### config.mk
export PLATFORM = sky130hd
export DESIGN_NAME = ws2812_frame_driver_flat
export DESIGN_NICKNAME = d
export VERILOG_FILES = /design/src/rtl/ws2812_frame_driver_if.sv /design/src/rtl/ws2812_frame_driver.sv /design/src/flat_wrapper.sv
export SDC_FILE = /design/constraint.sdc
export NUM_CORES = 1
export LEC_CHECK = 0
export CAP_MARGIN = 40
export CORE_MARGIN = 5
export CORE_UTILIZATION = 60
export CTS_CLUSTER_DIAMETER = 50
export DETAILED_ROUTE_END_ITERATION = 8
export PLACE_DENSITY = 0.79
export SLEW_MARGIN = 25
export SYNTH_ARGS = -nofsm -noshare
export SYNTH_HDL_FRONTEND = slang
export SYNTH_SLANG_ARGS = --single-unit
export TNS_END_PERCENT = 100
### constraint.sdc
create_clock -name clk -period 3.1 [get_ports clk]
set_input_delay 0.465 -clock clk [delete_from_list [all_inputs] [get_ports clk]]
set_output_delay 0.465 -clock clk [all_outputs]
set_load 0.01 [all_outputs]
### src/rtl/ws2812_frame_driver_if.sv
// Grid-scan and LED-chain signals of the frame driver.
// master = driver side, slave = grid/system side.
interface ws2812_frame_driver_if;
  logic       enable;
  logic [5:0] pixel;
  logic [7:0] read_data;
  logic       newframe;
  logic       led_dout;
  logic       busy;

  modport master (
    input  enable,
    input  read_data,
    output pixel,
    output newframe,
    output led_dout,
    output busy
  );

  modport slave (
    output enable,
    output read_data,
    input  pixel,
    input  newframe,
    input  led_dout,
    input  busy
  );
endinterface

### src/rtl/ws2812_frame_driver.sv
// Scans the 8x8 grid once per frame tick, serialises each cell as a 24-bit GRB word
// onto a WS2812 chain, then latches and pulses newframe so the grid advances between scans.
module ws2812_frame_driver #(
  parameter int unsigned FRAME_CYCLES = 1200000,
  parameter int unsigned TBIT         = 15,
  parameter int unsigned T0H          = 4,
  parameter int unsigned T1H          = 8,
  parameter int unsigned TRESET       = 1000,
  parameter logic [7:0]  G_MASK       = 8'hFF,
  parameter logic [7:0]  R_MASK       = 8'h00,
  parameter logic [7:0]  B_MASK       = 8'h00,
  parameter int unsigned SERPENTINE   = 0
) (
  input  logic                 clk,
  input  logic                 rst,
  ws2812_frame_driver_if.master bus
);

  localparam int unsigned TW = $clog2(FRAME_CYCLES);
  localparam int unsigned CW = $clog2(((TRESET > TBIT) ? TRESET : TBIT) + 1);

  typedef enum logic [2:0] {StIdle, StFetch, StSend, StLatch, StDone} state_e;

  state_e         state_q, state_d;
  logic [TW-1:0]  timer_q;
  logic [CW-1:0]  cnt_q, cnt_d;
  logic [5:0]     idx_q, idx_d;
  logic [5:0]     pixel_q, pixel_d;
  logic [4:0]     bit_q, bit_d;
  logic [23:0]    shift_q, shift_d;
  logic           tick;

  function automatic logic [5:0] map_pixel(input logic [5:0] idx);
    if ((SERPENTINE != 0) && idx[3]) return {idx[5:3], ~idx[2:0]};
    return idx;
  endfunction

  assign tick = (timer_q == TW'(FRAME_CYCLES - 1));

  // Free-running frame timer; independent of the FSM so overruns simply skip ticks.
  always_ff @(posedge clk or posedge rst) begin
    if (rst) timer_q <= '0;
    else     timer_q <= tick ? '0 : timer_q + TW'(1);
  end

  always_ff @(posedge clk or posedge rst) begin
    if (rst) begin
      state_q <= StIdle;
      cnt_q   <= '0;
      idx_q   <= '0;
      pixel_q <= '0;
      bit_q   <= '0;
      shift_q <= '0;
    end else begin
      state_q <= state_d;
      cnt_q   <= cnt_d;
      idx_q   <= idx_d;
      pixel_q <= pixel_d;
      bit_q   <= bit_d;
      shift_q <= shift_d;
    end
  end

  always_comb begin
    state_d = state_q;
    cnt_d   = cnt_q;
    idx_d   = idx_q;
    pixel_d = pixel_q;
    bit_d   = bit_q;
    shift_d = shift_q;
    unique case (state_q)
      StIdle: begin
        if (tick && bus.enable) begin
          idx_d   = '0;
          pixel_d = map_pixel(6'd0);
          state_d = StFetch;
        end
      end
      StFetch: begin
        shift_d = {bus.read_data & G_MASK, bus.read_data & R_MASK, bus.read_data & B_MASK};
        bit_d   = 5'd23;
        cnt_d   = '0;
        state_d = StSend;
      end
      StSend: begin
        if (cnt_q == CW'(TBIT - 1)) begin
          cnt_d = '0;
          if (bit_q == 5'd0) begin
            if (idx_q == 6'd63) begin
              state_d = StLatch;
            end else begin
              idx_d   = idx_q + 6'd1;
              pixel_d = map_pixel(idx_q + 6'd1);
              state_d = StFetch;
            end
          end else begin
            bit_d   = bit_q - 5'd1;
            shift_d = {shift_q[22:0], 1'b0};
          end
        end else begin
          cnt_d = cnt_q + CW'(1);
        end
      end
      StLatch: begin
        if (cnt_q == CW'(TRESET - 1)) state_d = StDone;
        else                          cnt_d   = cnt_q + CW'(1);
      end
      StDone:  state_d = StIdle;
      default: state_d = StIdle;
    endcase
  end

  logic led, busy, newframe;

  always_comb begin
    led      = (state_q == StSend) &&
               (cnt_q < (shift_q[23] ? CW'(T1H) : CW'(T0H)));
    busy     = (state_q != StIdle);
    newframe = (state_q == StDone);
  end

  assign bus.led_dout = led;
  assign bus.busy     = busy;
  assign bus.newframe = newframe;
  assign bus.pixel    = pixel_q;

endmodule

### src/flat_wrapper.sv
// flat-port wrapper written by rule: the top's interface ports become plain ports
module ws2812_frame_driver_flat 
#(
  parameter int unsigned FRAME_CYCLES = 1200000,
  parameter int unsigned TBIT         = 15,
  parameter int unsigned T0H          = 4,
  parameter int unsigned T1H          = 8,
  parameter int unsigned TRESET       = 1000,
  parameter logic [7:0]  G_MASK       = 8'hFF,
  parameter logic [7:0]  R_MASK       = 8'h00,
  parameter logic [7:0]  B_MASK       = 8'h00,
  parameter int unsigned SERPENTINE   = 0
)
  (clk, rst, bus_enable, bus_read_data, bus_pixel, bus_newframe, bus_led_dout, bus_busy);
  ws2812_frame_driver_if bus_i ();
  input  logic clk;
  input  logic rst;
  input wire logic [$bits(bus_i.enable)-1:0] bus_enable;
  input wire logic [$bits(bus_i.read_data)-1:0] bus_read_data;
  output wire logic [$bits(bus_i.pixel)-1:0] bus_pixel;
  output wire logic [$bits(bus_i.newframe)-1:0] bus_newframe;
  output wire logic [$bits(bus_i.led_dout)-1:0] bus_led_dout;
  output wire logic [$bits(bus_i.busy)-1:0] bus_busy;
  assign bus_i.enable = bus_enable;
  assign bus_i.read_data = bus_read_data;
  assign bus_pixel = bus_i.pixel;
  assign bus_newframe = bus_i.newframe;
  assign bus_led_dout = bus_i.led_dout;
  assign bus_busy = bus_i.busy;
  ws2812_frame_driver #(.FRAME_CYCLES(FRAME_CYCLES), .TBIT(TBIT), .T0H(T0H), .T1H(T1H), .TRESET(TRESET), .G_MASK(G_MASK), .R_MASK(R_MASK), .B_MASK(B_MASK), .SERPENTINE(SERPENTINE)) u_core (.clk(clk), .rst(rst), .bus(bus_i));
endmodule
* Word-level counts from Yosys, hierarchy flattened
Cells that the tools add are included.
** Word-level totals
- Memory bits (writable) :: 0
- Bits in registers :: 69
- Latch bits :: 0
- Word-level logic and storage cells :: 60
- Memories :: 0
- Memory bits (read-only) :: 0
** Operators by class
- Div/mod/pow operators :: 0
- Equal/unequal tests :: 15
- $add $sub $neg :: 4
- Bitwise logic cells :: 0
- Reductions and logical operators :: 12
- $lt $le $gt $ge :: 1
- Multiplexer cells :: 22
- Shift operators :: 0
- Multiply operators :: 0
** Operators with widths (count)
- 24-bit two-way mux :: 2
- 24-bit one-hot mux with 2 select lines :: 1
- 10-bit one-hot mux with 3 select lines :: 1
- 6-bit two-way mux :: 4
- 21-bit by 1-bit adder with 21-bit output (second input constant) :: 1
- 21-bit == test (second input constant) :: 1
- 21-bit two-way mux :: 1
- 10-bit two-way mux :: 2
- 3-bit two-way mux :: 4
- 3-bit one-hot mux with 4 select lines :: 1
- 6-bit one-hot mux with 2 select lines :: 1
- 10-bit by 1-bit adder with 10-bit output (second input constant) :: 1
- 10-bit == test (second input constant) :: 1
- 10-bit by 4-bit == test with 1-bit output (second input constant) :: 1
- 10-bit less-than comparator :: 1
- 5-bit two-way mux :: 2
- 5-bit one-hot mux with 2 select lines :: 1
- 2-bit by 1-bit inequality test with 1-bit output (second input constant) :: 4
- 6-bit by 1-bit adder with 6-bit output (second input constant) :: 1
- 3-bit by 2-bit == test with 1-bit output (second input constant) :: 2
- 6-bit == test (second input constant) :: 1
- 2-bit inequality test (second input constant) :: 3
- 3-bit nonzero test :: 2
- 5-bit zero test :: 1
- other kinds (12) :: 14

* Logic depth before layout (Yosys ltp)
Gate-level depths: netlist of run 1.
- Depth in word-level cells :: 5
- Mapped depth :: 6
- Depth with buffers taken out :: 6

* Worst setup path after synthesis of run 1
OpenSTA, ideal clock, no wires.
- Path kind :: register -> register
- From :: register u_core.bit_q[0]
- To :: register u_core.idx_q[0]
- Period minus slack after synthesis :: 1.909 ns
- Arrival :: 1.764 ns
- Cell stages (with the launch flop) :: 7
- Slack :: 1.191 ns
- Setup time :: 0.145 ns
- Cell sequence :: dfrtp_1 -> inv_1 -> ha_1 -> nor4b_1 -> nand4_1 -> o32ai_1 -> a21boi_0
** On the way
- Word-level cells in the longest chain between the ends :: 3
** RTL lines
- from (decl) :: RTL line ws2812_frame_driver.sv:29 : logic [4:0] bit_q, bit_d;
- from (signal assigned) :: RTL line ws2812_frame_driver.sv:59 : bit_q <= bit_d;
- 5-bit zero test :: RTL line ws2812_frame_driver.sv:88 : if (bit_q == 5'd0) begin
- 2-bit by 1-bit inequality test with 1-bit output (no line)
- 5-bit AND reduction (no line)
- to (signal assigned) :: RTL line ws2812_frame_driver.sv:57 : idx_q <= idx_d;
- to (decl) :: RTL line ws2812_frame_driver.sv:27 : logic [5:0] idx_q, idx_d;
Every way passes these cells.
A chain may end at the register's enable or synchronous reset.

* Worst setup path in the final report of run 1
- From :: register u_core.state_q[1]
- To :: output port bus_led_dout
** On the way
- Word-level cells in the longest chain between the ends :: 2
** RTL lines
- from (decl) :: RTL line ws2812_frame_driver.sv:24 : state_e state_q, state_d;
- from (signal assigned) :: RTL line ws2812_frame_driver.sv:48 : state_q <= StIdle;
- from (signal assigned) :: RTL line ws2812_frame_driver.sv:55 : state_q <= state_d;
- 3-bit by 2-bit == test with 1-bit output :: RTL line ws2812_frame_driver.sv:116 : led = (state_q == StSend) &&
- 1-bit logical AND :: RTL line ws2812_frame_driver.sv:116
- to (decl) :: RTL line flat_wrapper.sv:22 : output wire logic [$bits(bus_i.led_dout)-1:0] bus_led_dout;
Every way passes these cells.

==> results of run 1 <==
==> routing by layer <==
metal	global-route usage, %	routed length, um	vias up
met5	0	0	-
met4	7.43	68	0
met3	3.92	348	7
met2	33.5	3000	91
met1	32.6	3240	1207
li1	-	-	1200
==> path summary, 6_finish.rpt <==
check / endpoint / cells past startpoint / startpoint / slack [ns]
max reg2reg: u_core.idx_q[0] / 7 / u_core.bit_q[0] / 0.90
min reg2reg: u_core.timer_q[20] / 1 / u_core.timer_q[20] / 0.51
min: u_core.timer_q[20] / 1 / u_core.timer_q[20] / 0.51
max: bus_led_dout / 5 / u_core.state_q[1] / 0.55
max in group asynchronous: u_core.idx_q[5] / 3 / rst / 2.00
min in group asynchronous: u_core.state_q[2] / 2 / rst / 0.55
==> worst register-to-register path, stage by stage (launching register included) <==
cell	delay, ns
dfrtp_1	0.39
inv_1	0.09
ha_1	0.19
nor4b_1	0.42
buf_4	0.21
nand4_1	0.22
o32ai_1	0.38
a21boi_0	0.18
==> final cells by class <==
class                           count  area, um2
Multi-Input combinational cell    240       1520
Fill cell                         386       1410
Sequential cell                    53       1330
Timing Repair Buffer               23        233
Clock buffer                        7       86.3
Tap cell                           67       83.8
Inverter                           16       60.1
Clock inverter                      1       30.0
==> cells by family (layout without fill, tap and decap cells) <==
kind of cell | after synthesis | after routing | share of synthesized area (%)
simple gates | 151 | 151 | 27.7
fa+ha+maj | 6 | 6 | 2.53
xor+xnor | 16 | 16 | 4.73
compound gates | 56 | 56 | 12.5
flops | 53 | 53 | 44.8
mux | 11 | 11 | 4.01
buf+inv | 27 | 47 | 3.84
==> state kept, by name (all words and copies together) (netlist names) <==
signal	cells
u_core.timer_q	21
u_core.cnt_q	10
u_core.shift_q	8
u_core.idx_q	6
u_core.bit_q	5
u_core.state_q	3
==> power by group through the flow <==
| stage | clock network, uW | registers, uW | logic (uW) |
|---|---|---|---|
| after floorplan | 0 | 704 | 14.5 |
| after global placement | 0 | 704 | 34.9 |
| after detailed placement | 0 | 704 | 35.5 |
| after CTS | 497 | 691 | 35.7 |
| after global routing | 528 | 691 | 39.4 |
| final | 491 | 691 | 35.1 |
==> cell usage after synthesis, types with 2 or more instances <==
| library cell | n |
|---|---|
| a211oi_1 | 2 |
| a21boi_0 | 2 |
| a21oi_1 | 7 |
| a2bb2oi_1 | 3 |
| a31oi_1 | 4 |
| and2_1 | 3 |
| and3_1 | 6 |
| and4_1 | 3 |
| and4b_1 | 2 |
| buf_2 | 3 |
| clkbuf_1 | 6 |
| dfrtp_1 | 53 |
| ha_1 | 6 |
| inv_1 | 16 |
| mux2_2 | 7 |
| mux2i_1 | 4 |
| nand2_1 | 33 |
| nand3_1 | 26 |
| nand4_1 | 11 |
| nor2_1 | 22 |
| nor2b_1 | 4 |
| nor3_1 | 13 |
| nor4_1 | 6 |
| nor4b_1 | 2 |
| nor4bb_1 | 2 |
| o211ai_1 | 2 |
| o21ai_0 | 19 |
| o21bai_1 | 2 |
| o31ai_1 | 7 |
| or2_2 | 2 |
| or3_1 | 3 |
| or4_1 | 6 |
| xnor2_1 | 13 |
| xor2_1 | 3 |
==> cells in the final DEF (no fill, tap or decap), drive strengths merged, types with 2 or more instances in the layout <==
cell type and instances:
ha 6, or2 2, a31oi 4, nor4 7, o21a 2, clkbuf 8
and2 3, dfrtp 53, nor3 13, xnor2 13, o21ai 19, a21boi 3
and3 6, o21bai 2, nor2b 4, mux2i 4, buf 3, inv 16
nand2 33, or3b 2, and4b 2, nand4 11, or4 6, or3 3
and4 3, o211ai 2, clkdlybuf4s50 19, mux2 7, o31ai 7, a2bb2oi 3
xor2 3, nor4bb 2, a211oi 2, nor4b 2, a21oi 7, nor2 23
nand3 26
==> per-stage QoR <==
| stage | power, uW | setup slack [ns] |
|---|---|---|
| after floorplan | 719 | 1.19 |
| after global placement | 739 | 0.936 |
| after detailed placement | 740 | 0.898 |
| after CTS | 1220 | 0.555 |
| after global routing | 1260 | 0.424 |
| final | 1220 | 0.549 |
==> metrics.txt, run 1 <==
io pins=20; Final Util=70.3%; Power Density=364 nW/um2; synthesized area=2960 um2; Initial DRC Count=193; Clk network pwr share=40.4%; Mapped Nets=337; area leader, netlist=dfrtp_1; fin crit period=2.55 ns; status=finished clean; DR vias/cell=6.15; CP Class=reg2out; die area=6440 um2; Clock Latency Late Sink=0.31 ns; share of cells above drive strength 1=8.24%; Residual DRC=0; sw frac=20.3%; Comb pwr share=2.9%; Seq pwr share=56.8%; VDD IR max=0.000239 V; hold_buf cts=0; clock sinks=53; Layout Cells excl Fill=407; fmax=392 MHz; GRT overflow=0; Final Cell Area=3340 um2; gr usage total=22.3%; Fin Clk Skew=0.00583 ns; RSZ-0062 raised after global routing=false; Reg clk slew, reported paths=0.10 ns; Net Switching=247 uW; antenna violations before repair=0; NumNets Final=356; Min Hold Slack=0.507 ns; DRT antenna net count=0; placed cell areas=3220 um2; Final HPWL DP=4560 um; Critical Path Slowest Stage Cell=dfrtp_1; post-synth top area share=44.8%; CTS-repair resized insts=0; Slowest Stage Delay on Critical Path=0.57 ns; register area share after synthesis=44.8%; yosys warns=0; critical path launch point type=flip-flop; Synth async-reset ratio=100%; Cell variety after synth=51; setup tns final=0 ns; HP Class=reg2reg; kind of end point of the critical path=output port; delay-heaviest family, CP=buffers and inverters; final RePlAce weighted congestion=0.931; Max-cap violations=0; critical path, cell by cell=nor3b_2, buf_4, nand4_1, nor2_1, clkdlybuf4s50_1; Initial Util=62.3%; synthesized flop and latch total=53; CTS Buf Count=5; First-pass DRT Iterations=5; mean routed wirelength per cell=16.3 um; Die Ht=80.3 um; CTS tree=built; top_reg_cell synth=dfrtp_1; first-pass GRT wire length=11300 um; Rows=25; CTS Root Cell=clkbuf_8; Area Growth Syn to Fin=12.8%; fin crit share=82.3%; postcts setup bufs=0; H-tree levels=2; Placed Cells=398; EDFF count, synth=0; Mean Syn Cell Area=9.26 um2; Core Region=4750 um2; antenna diode count=0; Cell Int Power=970 uW; Pleak=0.00142 uW; IO Port Bufs=19; vias in the first global route=2389; Worst Path Buf+Inv=2; critical path required time=2.63 ns; routed wire length=6650 um; Post-Syn Instances=320; Final Hold Vio Count=0; Final Setup Violations=0; Worst slew margin=46.2%; worst-path fanout max=14; Via Count=2505; Final Max Slew Viols=0; top area cells in the synthesized netlist=dfrtp_1 45%, nand3_1 4.4%, nand2_1 4.2%, xnor2_1 3.8%, o21ai_0 3.2%; Clock Path Buffers=2; Worst Max-Slew Pin Slew=0.801 ns; largest net degree at the start of global routing=28; die width=80.3 um; critical path arrival=2.09 ns
No activity file was read; power rests on OpenSTA's default activity.
==> run 2: changes to the inputs <==
CORE_UTILIZATION = 59   (was 60)
PLACE_DENSITY = 0.78   (was 0.79)
clock period = 2.61 ns   (was 3.1 ns; I/O delays follow)
==> metrics.txt, run 2 (same netlist as run 1, synthesis figures left out) <==
antenna violations before repair=0; VDD IR max=0.000391 V; DR vias/cell=5.92; fmax=411 MHz; Final Hold Vio Count=0; placed cell areas=3230 um2; IO Port Bufs=19; Area Growth Syn to Fin=12.2%; Worst Max-Slew Pin Slew=0.688 ns; CP Class=reg2out; Rows=25; Clock Path Buffers=2; Residual DRC=0; kind of end point of the critical path=output port; critical path required time=2.22 ns; Worst Path Buf+Inv=1; Pwr Total=1330 uW; io pins=20; Power Density=399 nW/um2; postcts setup bufs=0; largest net degree at the start of global routing=26; Final Setup Violations=0; max reg flops=21; Worst R2R End=u_core.shift_q[22]; CTS tree=built; die area=6540 um2; fin crit share=93.3%; Max-cap violations=0; CP Depth=4; worst-path fanout max=7; hold_buf cts=0; Final Max Slew Viols=0; Core Region=4790 um2; Final HPWL DP=4400 um; CTS-repair resized insts=0; fin crit period=2.44 ns; GRT overflow=0; antenna diode count=0; CTS Buf Count=5; routed wire length=6120 um; Via Count=2423; Largest Register=u_core.timer_q; mean routed wirelength per cell=15.0 um; RSZ-0062 raised after global routing=false; H-tree levels=2; Largest regs=u_core.timer_q: 21 flops, u_core.cnt_q: 10 flops, u_core.shift_q: 8 flops; Reg clk slew, reported paths=0.09 ns; First-pass DRT Iterations=4; R2R cell count=4; status=finished clean; critical path arrival=2.04 ns; Met3 Wirelength=213 um; commonest non-fill, non-tap cell in the layout=dfrtp_1; vias in the first global route=2244; Worst slew margin=54.0%; DRT antenna net count=0; Initial Util=61.9%; delay-heaviest family, CP=simple AND/OR/NAND/NOR gates; Fin Clk Skew=0.00730 ns; NumNets Final=359; share of cells above drive strength 1=9.06%; metal2 WL=2720 um; die width=80.9 um; FF-to-FF Start=u_core.state_q[1]; most frequent cells in the layout=53 x dfrtp_1, 33 x nand2_1, 26 x nand3_1; Pleak=0.00141 uW; fillers=378; Die Ht=80.9 um; gr usage total=21.0%; Critical Path Slowest Stage Cell=clkdlybuf4s50_1; r2r setup slk=0.49 ns; HP Class=in2async; Slowest Stage Delay on Critical Path=0.54 ns; Final Util=69.5%; final RePlAce weighted congestion=0.947; clock sinks=53; critical path launch point type=flip-flop; setup tns final=0 ns; Final Cell Area=3330 um2; critical path, cell by cell=nor4_2, nand4_1, nor2_1, clkdlybuf4s50_1; Initial DRC Count=145; DR top layer=met4; Clock Latency Late Sink=0.30 ns; first-pass GRT wire length=10600 um; M1 wire length=3100 um; CTS Root Cell=clkbuf_8
run 2: changes by cell type in the layout (fill, tap and decap cells not counted), sizes merged:
cell,before,now
buf,3,6
bufinv,1,0
clkbuf,8,7
clkinvlp,0,1
run 2: layer usage:
layer	global-route usage, %	up-vias
met5	0	-
met3	4.10	8
met2	30.8	51
met1	31.0	1160
li1	-	1204
met4	6.93	0
run 2: cell type report:
cell class	count	area [um2]	area share, %
clock buffer	6	82.6	2.48
sequential	53	1330	39.9
timing repair buffer	26	243	7.30
inverter	16	60.1	1.81
tap	67	83.8	2.52
clock inverter	1	7.51	0.226
multi-input combinational	240	1520	45.8
run 2: worst max path at each step:
stage / slack (ns) / from / to
after CTS: 0.17 / u_core.cnt_q[4] / bus_led_dout
after detailed placement: 0.52 / u_core.cnt_q[4] / bus_led_dout
after global routing: 0.02 / u_core.cnt_q[4] / bus_led_dout
after floorplan: 0.70 / u_core.bit_q[0] / u_core.idx_q[0]
after global placement: 0.52 / u_core.cnt_q[4] / bus_led_dout
final: 0.17 / u_core.cnt_q[4] / bus_led_dout
run 2: power breakdown:
group          switching, uW  internal [uW]  leakage, uW
Sequential                 0            820     0.000705
Combinational           21.9           17.8     0.000662
Clock                    256            210    0.0000433
Total                    277           1050      0.00141
run 2: stage by stage:
step           hold WS, ns  worst slack (ns)  std cells
2_1_floorplan        0.431             0.701        320
3_3_place_gp         0.450             0.521        401
3_5_place_dp         0.463             0.520        401
4_1_cts              0.466             0.167        408
5_1_grt              0.496            0.0180        409
6_report             0.453             0.174        409
==> run 3: changes to the inputs <==
CORE_UTILIZATION = 42   (was 59)
PLACE_DENSITY = 0.58   (was 0.78)
==> metrics.txt, run 3 (same netlist as run 1, synthesis figures left out) <==
final RePlAce weighted congestion=0.841; share of cells above drive strength 1=8.50%; Initial Util=43.4%; Final Max Slew Viols=0; Worst slew margin=41.2%; Rows=30; vias in the first global route=2222; status=finished clean; critical path arrival=2.02 ns; postcts setup bufs=0; Max-cap violations=0; routed wire length=6360 um; Core Region=6830 um2; Min Hold Slack=0.464 ns; Final Util=49.3%; worst-path fanout max=7; setup tns final=0 ns; Placed Cells=429; fmax=414 MHz; HP Class=reg2reg; DRT antenna net count=0; io pins=20; Pleak=0.00141 uW; RSZ-0062 raised after global routing=false; hold_buf cts=0; critical path launch point type=flip-flop; CTS Root Cell=clkbuf_8; NumNets Final=357; IO Port Bufs=19; DR vias/cell=5.48; H-tree levels=2; Final HPWL DP=4510 um; GRT overflow=0; die width=94.0 um; Reg clk slew, reported paths=0.10 ns; mean routed wirelength per cell=14.6 um; CTS-repair resized insts=0; Residual DRC=0; Fin Clk Skew=0.0119 ns; Area Growth Syn to Fin=13.7%; most frequent cells in the layout=53 x dfrtp_1, 33 x nand2_1, 26 x nand3_1; Worst Max-Slew Pin Slew=0.879 ns; VDD IR max=0.000223 V; commonest non-fill, non-tap cell in the layout=dfrtp_1; Clock Latency Late Sink=0.30 ns; critical path required time=2.22 ns; Final Hold Vio Count=0; First-pass DRT Iterations=4; clock sinks=53; Largest Register=u_core.timer_q; Worst Path Buf+Inv=1; gr usage total=15.6%; CTS Buf Count=5; antenna violations before repair=0; kind of end point of the critical path=output port; critical path, cell by cell=nor4_2, nand4_1, nor2_1, clkdlybuf4s50_1; max reg flops=21; delay-heaviest family, CP=simple AND/OR/NAND/NOR gates; fin crit share=92.5%; Initial DRC Count=118; Die Ht=94.0 um; Slowest Stage Delay on Critical Path=0.54 ns; die area=8830 um2; Via Count=2394; fin crit period=2.42 ns; CP Class=reg2out; Clock Path Buffers=2; largest net degree at the start of global routing=54; fillers=682; Layout Cells excl Fill=437; Power Density=423 nW/um2; Critical Path Slowest Stage Cell=clkdlybuf4s50_1; CTS tree=built; Largest regs=u_core.timer_q: 21 flops, u_core.cnt_q: 10 flops, u_core.shift_q: 8 flops; antenna diode count=0; first-pass GRT wire length=11100 um; Final Setup Violations=0
[run 3: cell count changes in the layout (fill, tap and decap cells not counted), sizes merged]
cell,before,now
buf,6,5
bufinv,0,1
clkbuf,7,6
clkinv,0,1
clkinvlp,1,0
[run 3: power by group]
group | switching, uW | internal (uW)
logic | 21.2 | 16.8
registers | 0 | 820
clock network | 276 | 289
[run 3: metrics by stage]
step / setup slack (ns) / cell area [um2] / power (uW)
floorplan: 0.701 / 2960 / 854
global placement: 0.524 / 3260 / 877
detailed placement: 0.522 / 3260 / 876
CTS: 0.171 / 3370 / 1440
global route: 0.0743 / 3370 / 1480
finish: 0.194 / 3370 / 1420
[run 3: path summary, 6_finish.rpt]
path	startpoint	endpoint	slack, ns	cells after the start
setup reg to reg	u_core.state_q[1]	u_core.shift_q[20]	0.50	4
hold reg to reg	u_core.timer_q[20]	u_core.timer_q[20]	0.46	1
setup / recovery	u_core.cnt_q[4]	bus_led_dout	0.19	4
hold / removal	u_core.timer_q[20]	u_core.timer_q[20]	0.46	1
max in group asynchronous	rst	u_core.bit_q[2]	1.56	3
min in group asynchronous	rst	u_core.cnt_q[9]	0.60	3
[run 3: final cells by class]
class / count / area (um2) / share of cell area (%)
Clock inverter: 2 / 38.8 / 1.15
Clock buffer: 6 / 72.6 / 2.15
Timing Repair Buffer: 24 / 228 / 6.76
Multi-Input combinational cell: 240 / 1520 / 45.2
Sequential cell: 53 / 1330 / 39.4
Inverter: 16 / 60.1 / 1.78
Tap cell: 96 / 120 / 3.57
[run 3: metal layers]
layer | vias to the layer above | GRT usage (%) | routed length (um)
li1 | 1198 | - | -
met1 | 1148 | 24.0 | 3380
met2 | 44 | 21.8 | 2660
met3 | 4 | 3.69 | 272
met4 | 0 | 3.73 | 45
met5 | - | 0 | 0
